$ cat config.mk
export PLATFORM = sky130hd
export DESIGN_NAME = tc_fetch8
export DESIGN_NICKNAME = d
export VERILOG_FILES = /design/src/rtl/tc_fetch8_pkg.sv /design/src/rtl/tc_fetch8_buf.sv /design/src/rtl/tc_fetch8.sv
export SDC_FILE = /design/constraint.sdc
export NUM_CORES = 1
export LEC_CHECK = 0
export CAP_MARGIN = 20
export CORE_AREA = 2 2 84 118
export CTS_BUF_LIST = sky130_fd_sc_hd__clkbuf_4 sky130_fd_sc_hd__clkbuf_8
export CTS_CLUSTER_SIZE = 10
export DETAILED_ROUTE_END_ITERATION = 8
export DIE_AREA = 0 0 86 120
export GPL_TIMING_DRIVEN = 0
export PLACE_DENSITY_LB_ADDON = 0.08
export SETUP_SLACK_MARGIN = 0.1
export SYNTH_ARGS = -nofsm -noshare
export SYNTH_HDL_FRONTEND = slang
export SYNTH_SLANG_ARGS = --single-unit
$ cat constraint.sdc
create_clock -name clk -period 3.4 [get_ports clk]
set_clock_uncertainty 0.2 [all_clocks]
set_input_delay 0.51 -clock clk [delete_from_list [all_inputs] [get_ports clk]]
set_output_delay 0.51 -clock clk [all_outputs]
set_load 0.01 [all_outputs]
$ cat src/rtl/tc_fetch8_pkg.sv
// Shared types for the 8-bit fetch stage: default address width, fetch state
// and the buffered {instruction, address} entry.
package tc_fetch8_pkg;

  localparam int ADDR_W_DEFAULT = 8;

  typedef enum logic [0:0] {
    ST_RUN  = 1'b0,
    ST_HALT = 1'b1
  } state_e;

  typedef struct packed {
    logic [7:0]                instr;
    logic [ADDR_W_DEFAULT-1:0] pc;
  } entry_t;

endpackage

$ cat src/rtl/tc_fetch8_buf.sv
// Two-entry instruction FIFO with flush priority and registered head outputs.
// Entries beyond the current count are held at zero, so an empty head reads zero.
module tc_fetch8_buf
  import tc_fetch8_pkg::*;
(
  input  logic       clk,
  input  logic       rst,
  input  logic       push,
  input  logic       pop,
  input  logic       flush,
  input  entry_t     wr_entry,
  output logic [1:0] count,
  output logic       head_valid,
  output entry_t     head
);

  entry_t     ent0_q, ent0_d;
  entry_t     ent1_q, ent1_d;
  logic [1:0] count_q, count_d;
  logic       valid_q, valid_d;
  logic       pop_s;

  // Next-state of the two slots and occupancy
  always_comb begin
    ent0_d  = ent0_q;
    ent1_d  = ent1_q;
    count_d = count_q;
    pop_s   = pop & (count_q != 2'd0);
    if (flush) begin
      ent0_d  = '0;
      ent1_d  = '0;
      count_d = 2'd0;
    end else begin
      case ({push, pop_s})
        2'b11: begin
          if (count_q == 2'd1) begin
            ent0_d = wr_entry;
          end else begin
            ent0_d = ent1_q;
            ent1_d = wr_entry;
          end
        end
        2'b10: begin
          if (count_q == 2'd0) begin
            ent0_d  = wr_entry;
            count_d = 2'd1;
          end else if (count_q == 2'd1) begin
            ent1_d  = wr_entry;
            count_d = 2'd2;
          end else begin
            count_d = count_q;
          end
        end
        // slot 1 is already zero when count is 1, so shifting also clears the head
        2'b01: begin
          ent0_d  = ent1_q;
          ent1_d  = '0;
          count_d = count_q - 2'd1;
        end
        default: begin
          count_d = count_q;
        end
      endcase
    end
    valid_d = (count_d != 2'd0);
  end

  // Slot, count and head-valid registers
  always_ff @(posedge clk or posedge rst) begin
    if (rst) begin
      ent0_q  <= '0;
      ent1_q  <= '0;
      count_q <= 2'd0;
      valid_q <= 1'b0;
    end else begin
      ent0_q  <= ent0_d;
      ent1_q  <= ent1_d;
      count_q <= count_d;
      valid_q <= valid_d;
    end
  end

  assign count      = count_q;
  assign head_valid = valid_q;
  assign head       = ent0_q;

endmodule

$ cat src/rtl/tc_fetch8.sv
// Instruction fetch stage: PC, ROM addressing, jump/halt control and a
// two-entry buffer feeding decode over valid/ready.
module tc_fetch8
  import tc_fetch8_pkg::*;
#(
  parameter int                ADDR_W   = ADDR_W_DEFAULT,
  parameter logic [ADDR_W-1:0] RESET_PC = {ADDR_W{1'b0}}
) (
  input  logic              clk,
  input  logic              rst,
  output logic [ADDR_W-1:0] rom_addr,
  input  logic [7:0]        rom_data,
  input  logic              jump_valid,
  input  logic [ADDR_W-1:0] jump_target,
  input  logic              halt,
  output logic              instr_valid,
  output logic [7:0]        instr,
  output logic [ADDR_W-1:0] instr_pc,
  input  logic              instr_ready
);

  logic [ADDR_W-1:0] pc_q, pc_d;
  state_e            state_q, state_d;
  logic              push_s, pop_s, flush_s;
  logic [1:0]        count_s;
  logic              head_valid_s;
  entry_t            head_s, wr_entry_s;

  assign pop_s            = head_valid_s & instr_ready;
  assign wr_entry_s.instr = rom_data;
  assign wr_entry_s.pc    = pc_q;

  // Fetch control: a jump overrides everything and voids any pop via flush
  always_comb begin
    pc_d    = pc_q;
    state_d = state_q;
    push_s  = 1'b0;
    flush_s = 1'b0;
    if (jump_valid) begin
      flush_s = 1'b1;
      pc_d    = jump_target;
      state_d = halt ? ST_HALT : ST_RUN;
    end else if (state_q == ST_RUN) begin
      if (halt) begin
        state_d = ST_HALT;
      end else if ((count_s != 2'd2) || pop_s) begin
        push_s = 1'b1;
        pc_d   = pc_q + {{(ADDR_W-1){1'b0}}, 1'b1};
      end else begin
        pc_d = pc_q;
      end
    end else begin
      state_d = state_q;
    end
  end

  // PC and fetch state registers
  always_ff @(posedge clk or posedge rst) begin
    if (rst) begin
      pc_q    <= RESET_PC;
      state_q <= ST_RUN;
    end else begin
      pc_q    <= pc_d;
      state_q <= state_d;
    end
  end

  tc_fetch8_buf u_buf (
    .clk        (clk),
    .rst        (rst),
    .push       (push_s),
    .pop        (pop_s),
    .flush      (flush_s),
    .wr_entry   (wr_entry_s),
    .count      (count_s),
    .head_valid (head_valid_s),
    .head       (head_s)
  );

  assign rom_addr    = pc_q;
  assign instr_valid = head_valid_s;
  assign instr       = head_s.instr;
  assign instr_pc    = head_s.pc;

endmodule

==> results.sh, run 1 <==
export IMPL_drive_gt1_share_pct=9.82
export IMPL_synth_simple_area_share_pct=12.7
export IMPL_portBuffers=45
export IMPL_holdWs_ps=252
export IMPL_synth_distinct_cells=39
export IMPL_r2r_start="u_buf.count[0]$_DFF_PP0_"
export IMPL_hpwl_um=4570
export IMPL_synth_top_area_share_pct=48.3
export IMPL_slew_headroom_pct=63.8
export IMPL_min_period_ps=3030
export IMPL_startpoint="jump_valid"
export IMPL_yosys_area_share_adder_pct=3.84
export IMPL_place_congestion=0.753
export IMPL_report_final_slew_viol_count=0
export IMPL_cts_htree_levels=2
export IMPL_reg2reg_depth=9
export IMPL_final_cell_mix="clkdlybuf4s50_1, dfrtp_1, a22o_1, nand2_1, a22oi_1"
export IMPL_dieArea_sq_um=10300
export IMPL_syn_inst=221
export IMPL_cp_end_kind="register"
export IMPL_drt_first_iter_violations=71
export IMPL_power_mw=1.21
export IMPL_clk_path_buf_depth=2
export IMPL_finalSetupTns_ps=0
export IMPL_grt_pass1_wl_um=11000
export IMPL_area_growth_pct=33.0
export IMPL_antenna_left=0
export IMPL_final_setup_viol_count=0
export IMPL_fill_cells=976
export IMPL_cts_hold_buf=0
export IMPL_hold_violations=0
export IMPL_path_depth=8
export IMPL_via_count=1921
export IMPL_crit_buf_inv=3
export IMPL_peakVddDrop_uv=117
export IMPL_crit_path_start_kind="primary input"
export IMPL_synthMuxAreaShare_pct=0.933
export IMPL_path_max_fanout=10
export IMPL_die_w_um=86
export IMPL_yosysWarnings=0
export IMPL_cp_top_family="buffers and inverters"
export IMPL_placed_area_sq_um=2890
export IMPL_cts_buffers=5
export IMPL_fin_ws_ps=374
export IMPL_start_util_pct=24.5
export IMPL_synth_top_family_by_area="compound AO/OA/AOI/OAI gates"
export IMPL_timing_rr_end="u_buf.head[0]$_DFFE_PP0P_"
export IMPL_row_count=42
export IMPL_synth_area_top_cells="dfrtp_1, a22o_1, a22oi_1, a211oi_1, ha_1"
export IMPL_n_antenna_cell=0
export IMPL_multi_input_area_sq_um=1120
export IMPL_clkLatencyLatePin_ps=320
export IMPL_rrSetupSlack_ps=410
export IMPL_synth_edf_count=0
export IMPL_synth_area_leader_cell="dfrtp_1"
export IMPL_wl_per_cell_um=17.1
export IMPL_power_leakage_nw=1.21
export IMPL_place_ws_ps=-629
export IMPL_synth_fp_nets=249
export IMPL_hold_path_class="in2async"
export IMPL_core_sq_um=9300
export IMPL_drt_pass1_iterations=4
export IMPL_synth_flop_cell="dfrtp_1"
export IMPL_slowest_stage="clkbuf_1"
export IMPL_synth_seq_cells=44
export IMPL_seq_area_frac_synth_pct=48.3
export IMPL_nets=302
export IMPL_ys_async_sr_fraction_pct=100
export IMPL_grt_pass1_vias=2052
export IMPL_powerDensity_nw_per_um2=400
export IMPL_synth_xor_area_share_pct=1.92
export IMPL_synthesis_area_sq_um=2280
export IMPL_endpoint="u_buf.head[12]$_DFFE_PP0P_"
export IMPL_drc=0
export IMPL_seq_area_sq_um=1100
export IMPL_grt_ovfl_total=0
export IMPL_worstSetupPathType="in2reg"
export IMPL_worstPathArrival_ps=3090
export IMPL_crit_chain="dlygate4sd2_1 > clkbuf_2 > nor4_2 > ha_1 > or2_1 > a21oi_4 > clkbuf_1 > a22o_1"
export IMPL_fin_crit_sh_pct=89.0
export IMPL_synth_compound_area_share_pct=28.5
export IMPL_final_area_sq_um=3030
export IMPL_grt_max_degree=33
export IMPL_outcome="finished clean"
export IMPL_max_freq_ghz=0.330
export IMPL_cp_slowest_stage_delay_ps=420
export IMPL_maxCapViolCount=0
export IMPL_cts_root_buf="clkbuf_8"
export IMPL_critPathRequiredTime_ps=3460
export IMPL_cts_clk_slew_worst_paths_ps=100
export IMPL_worst_pin_slew_ps=539
export IMPL_cts_tree="yes"
export IMPL_io_pins=46
export IMPL_dieHeight_um=120
export IMPL_avgSynthCellArea_sq_um=10.3
export IMPL_rsz0062_at_grt="no"
export IMPL_clkSinkCount=44
export IMPL_wirelength_um=6570
export IMPL_vias_per_cell=4.99
export IMPL_track_usage_pct=13.8
export IMPL_antenna_found_initial=0
==> report_power, final <==
group | leakage (nW) | switching, mW | total (mW) | internal [mW]
logic | 0.560 | 0.107 | 0.204 | 0.0971
registers | 0.594 | 0.0271 | 0.570 | 0.543
clock network | 0.0548 | 0.216 | 0.437 | 0.222
==> final cells by class <==
type	count	area share, %
inverter	7	0.867
tap	110	4.54
clock inverter	3	1.53
sequential	44	36.3
timing repair buffer	46	15.5
buffer	13	1.98
multi-input combinational	157	37.0
clock buffer	5	2.27
==> how the worst min path moves through the flow <==
stage | end | slack (ps) | from | depth (start not counted)
after floorplan | u_buf.ent1_q[15]$_DFFE_PP0P_ | 270 | u_buf.ent1_q[15]$_DFFE_PP0P_ | 1
after global placement | u_buf.head[6]$_DFFE_PP0P_ | 270 | u_buf.head[6]$_DFFE_PP0P_ | 2
after detailed placement | u_buf.head[3]$_DFFE_PP0P_ | 270 | u_buf.head[3]$_DFFE_PP0P_ | 2
after CTS | u_buf.head[15]$_DFFE_PP0P_ | 260 | rst | 2
after global routing | u_buf.head[6]$_DFFE_PP0P_ | 300 | rst | 2
final | u_buf.head[6]$_DFFE_PP0P_ | 250 | rst | 2
==> cells in the mapped netlist, types with 2 or more instances <==
master / instances
nor4_1: 2
dfrtp_1: 44
nand3_1: 3
nand2_1: 21
inv_1: 7
clkbuf_1: 9
xnor2_1: 5
buf_2: 2
a22oi_1: 18
nor3_1: 2
nor2_1: 4
o21ai_0: 14
a211oi_1: 12
ha_1: 7
nor3_2: 2
nor2b_1: 11
a21oi_1: 10
a22o_1: 27
==> registers in the layout, indices dropped and copies added (netlist names) <==
name and count:
state_q 1, u_buf.count 2, u_buf.head_valid 1, u_buf.ent1_q 16, rom_addr 8, u_buf.head 16
==> logic make-up after synthesis <==
kind of cell	Yosys count
muxes	2
adders and majority gates	7
and+or+nand+nor	54
DFF	44
AOI/OAI and AO/OA	89
xor gates and xnor gates	5
buffers and inverters	20
==> worst register-to-register path: cells and delay by family (launching register included) <==
kind / cells / cell delay, ps
flip-flops: 1 / 400
buffers and inverters: 3 / 930
AND/OR/NAND/NOR: 1 / 100
AO/OA/AOI/OAI: 3 / 760
adder cells (fa/ha/maj): 2 / 500
==> repair_timing <==
| item | CTS | global route |
|---|---|---|
| resized for setup | 7 | 2 |
| buffers inserted | 0 | 0 |
| endpoints found under the setup margin | 32 | 26 |
==> metal layers <==
metal  vias up  global-route usage (%)  part of all wire, %
li1        933                       -                    -
met1       946                    18.1                   46
met2        35                    22.3                   49
met3         7                    2.75                  3.0
met4         0                    5.06                  1.7
met5         -                       0                    0
==> per-stage QoR <==
stage,util [%],cells
finish,32.6,385
global route,32.6,385
CTS,32.5,385
detailed placement,31.0,377
global placement,30.8,376
floorplan,-,221
Note: power is estimated with default switching activity, not from simulation.
==> run 2, diff against run 1 <==
- CORE_AREA: 2 2 84 118 -> 2 2 59 83
- DIE_AREA: 0 0 86 120 -> 0 0 61 85
==> run 2 against run 1 <==
Wire length shrank 14%; power fell by 7.3%; count of clock-buffer cells in the layout increased by 2; setup slack improved by 50 ps; combinational power hardly changed; global-route usage grew 11 points; sequential cell count stayed put.
==> results.sh, run 2 (synthesized netlist as in run 1, its figures left out) <==
export IMPL_clkSinkCount=44
export IMPL_drt_pass1_iterations=4
export IMPL_via_count=1981
export IMPL_reg2reg_depth=10
export IMPL_cts_htree_levels=2
export IMPL_cts_clk_slew_worst_paths_ps=80
export IMPL_antenna_found_initial=0
export IMPL_dieHeight_um=85
export IMPL_nets=302
export IMPL_antenna_left=0
export IMPL_portBuffers=45
export IMPL_start_util_pct=51.1
export IMPL_final_area_sq_um=2950
export IMPL_min_period_ps=2980
export IMPL_clkLatencyLatePin_ps=300
export IMPL_final_setup_viol_count=0
export IMPL_n_antenna_cell=0
export IMPL_cp_end_kind="register"
export IMPL_io_pins=46
export IMPL_area_growth_pct=29.6
export IMPL_grt_pass1_vias=1987
export IMPL_hold_path_class="in2async"
export IMPL_wl_per_cell_um=16.8
export IMPL_maxCapViolCount=0
export IMPL_report_final_slew_viol_count=0
export IMPL_hold_violations=0
export IMPL_dieArea_sq_um=5190
export IMPL_worstSetupPathType="in2reg"
export IMPL_rrSetupSlack_ps=430
export IMPL_cts_hold_buf=0
export IMPL_crit_path_start_kind="primary input"
export IMPL_clk_path_buf_depth=2
export IMPL_slew_headroom_pct=49.8
export IMPL_core_sq_um=4460
export IMPL_cts_buffers=5
export IMPL_rsz0062_at_grt="no"
export IMPL_critPathRequiredTime_ps=3430
export IMPL_die_w_um=61
export IMPL_dp_cells=329
export IMPL_track_usage_pct=24.6
export IMPL_cts_tree="yes"
export IMPL_outcome="finished clean"
export IMPL_grt_ovfl_total=0
export IMPL_row_count=29
export IMPL_drive_gt1_share_pct=9.45
export IMPL_hpwl_um=3870
export IMPL_placed_area_sq_um=2830
export IMPL_peakVddDrop_uv=233
export IMPL_cts_root_buf="clkbuf_8"
export IMPL_worstPathArrival_ps=3010
export IMPL_power_leakage_nw=1.21
export IMPL_final_cell_mix="clkdlybuf4s50_1, dfrtp_1, a22o_1, nand2_1, a22oi_1"
export IMPL_fin_crit_sh_pct=87.5
export IMPL_drt_first_iter_violations=124
export IMPL_final_cells=337
export IMPL_grt_max_degree=43
export IMPL_path_max_fanout=10
export IMPL_vias_per_cell=5.88
export IMPL_grt_pass1_wl_um=9490
export IMPL_max_freq_ghz=0.336
export IMPL_place_congestion=0.829
export IMPL_timing_rr_end="u_buf.head[1]$_DFFE_PP0P_"
export IMPL_post_cts_setup_buffers=0
export IMPL_drc=0
export IMPL_wirelength_um=5650
export IMPL_powerDensity_nw_per_um2=380
export IMPL_r2r_start="u_buf.count[0]$_DFF_PP0_"
export IMPL_worst_pin_slew_ps=751
[run 2: layer usage]
layer | GRT usage [%] | part of all wire [%] | wire length [um]
met3 | 5.03 | 3.1 | 177
met5 | 0 | 0 | 0
met2 | 40.0 | 51 | 2910
met1 | 31.7 | 42 | 2400
met4 | 9.49 | 2.9 | 164
[run 2: critical path, cell delays in order]
cell and delay (ps):
clkdlybuf4s50_1 430, a21boi_2 370, nor4_2 100, ha_1 340, clkbuf_1 350, clkbuf_1 430, a211oi_1 100, a21oi_1 210
a22o_1 160
[run 2: final cells by class]
| type | instances | area (sq um) |
|---|---|---|
| timing repair buffer | 46 | 473 |
| clock buffer | 7 | 90.1 |
| tap | 62 | 77.6 |
| buffer | 13 | 61.3 |
| sequential | 44 | 1100 |
| clock inverter | 1 | 7.51 |
| inverter | 7 | 26.3 |
| fill | 386 | 1510 |
| multi-input combinational | 157 | 1120 |
[run 2: metrics by stage]
stage	util [%]	TNS [ps]	setup slack, ps	hold slack (ps)	power (mW)
after global routing	66.2	0	213	203	1.18
after detailed placement	63.4	-10820	-452	270	0.778
after CTS	66.0	0	159	183	1.13
after floorplan	-	0	656	267	0.676
final	66.2	0	424	188	1.12
after global placement	62.9	-10080	-401	267	0.772
[run 2: repair_timing]
| item | CTS | global route |
|---|---|---|
| endpoints found under the hold margin | 0 | 0 |
| setup endpoints to repair | 26 | 24 |
| gates cloned | 0 | 0 |
| gates resized for setup | 6 | 3 |
[run 2: worst max path at each step]
stage	start	endpoint	slack, ps
global placement	jump_valid	u_buf.ent1_q[8]$_DFFE_PP0P_	-400
detailed placement	jump_valid	u_buf.head[4]$_DFFE_PP0P_	-450
CTS	jump_valid	u_buf.ent1_q[12]$_DFFE_PP0P_	160
global route	u_buf.count[0]$_DFF_PP0_	u_buf.head[1]$_DFFE_PP0P_	210
floorplan	u_buf.count[0]$_DFF_PP0_	u_buf.ent1_q[6]$_DFFE_PP0P_	660
finish	instr_ready	u_buf.head[1]$_DFFE_PP0P_	420
[run 2: report_power, final]
| part | switching, mW | total, mW | leakage [nW] | internal, mW |
|---|---|---|---|---|
| combinational | 0.104 | 0.201 | 0.572 | 0.0971 |
| clock | 0.179 | 0.353 | 0.0479 | 0.173 |
| sequential | 0.0271 | 0.570 | 0.594 | 0.543 |
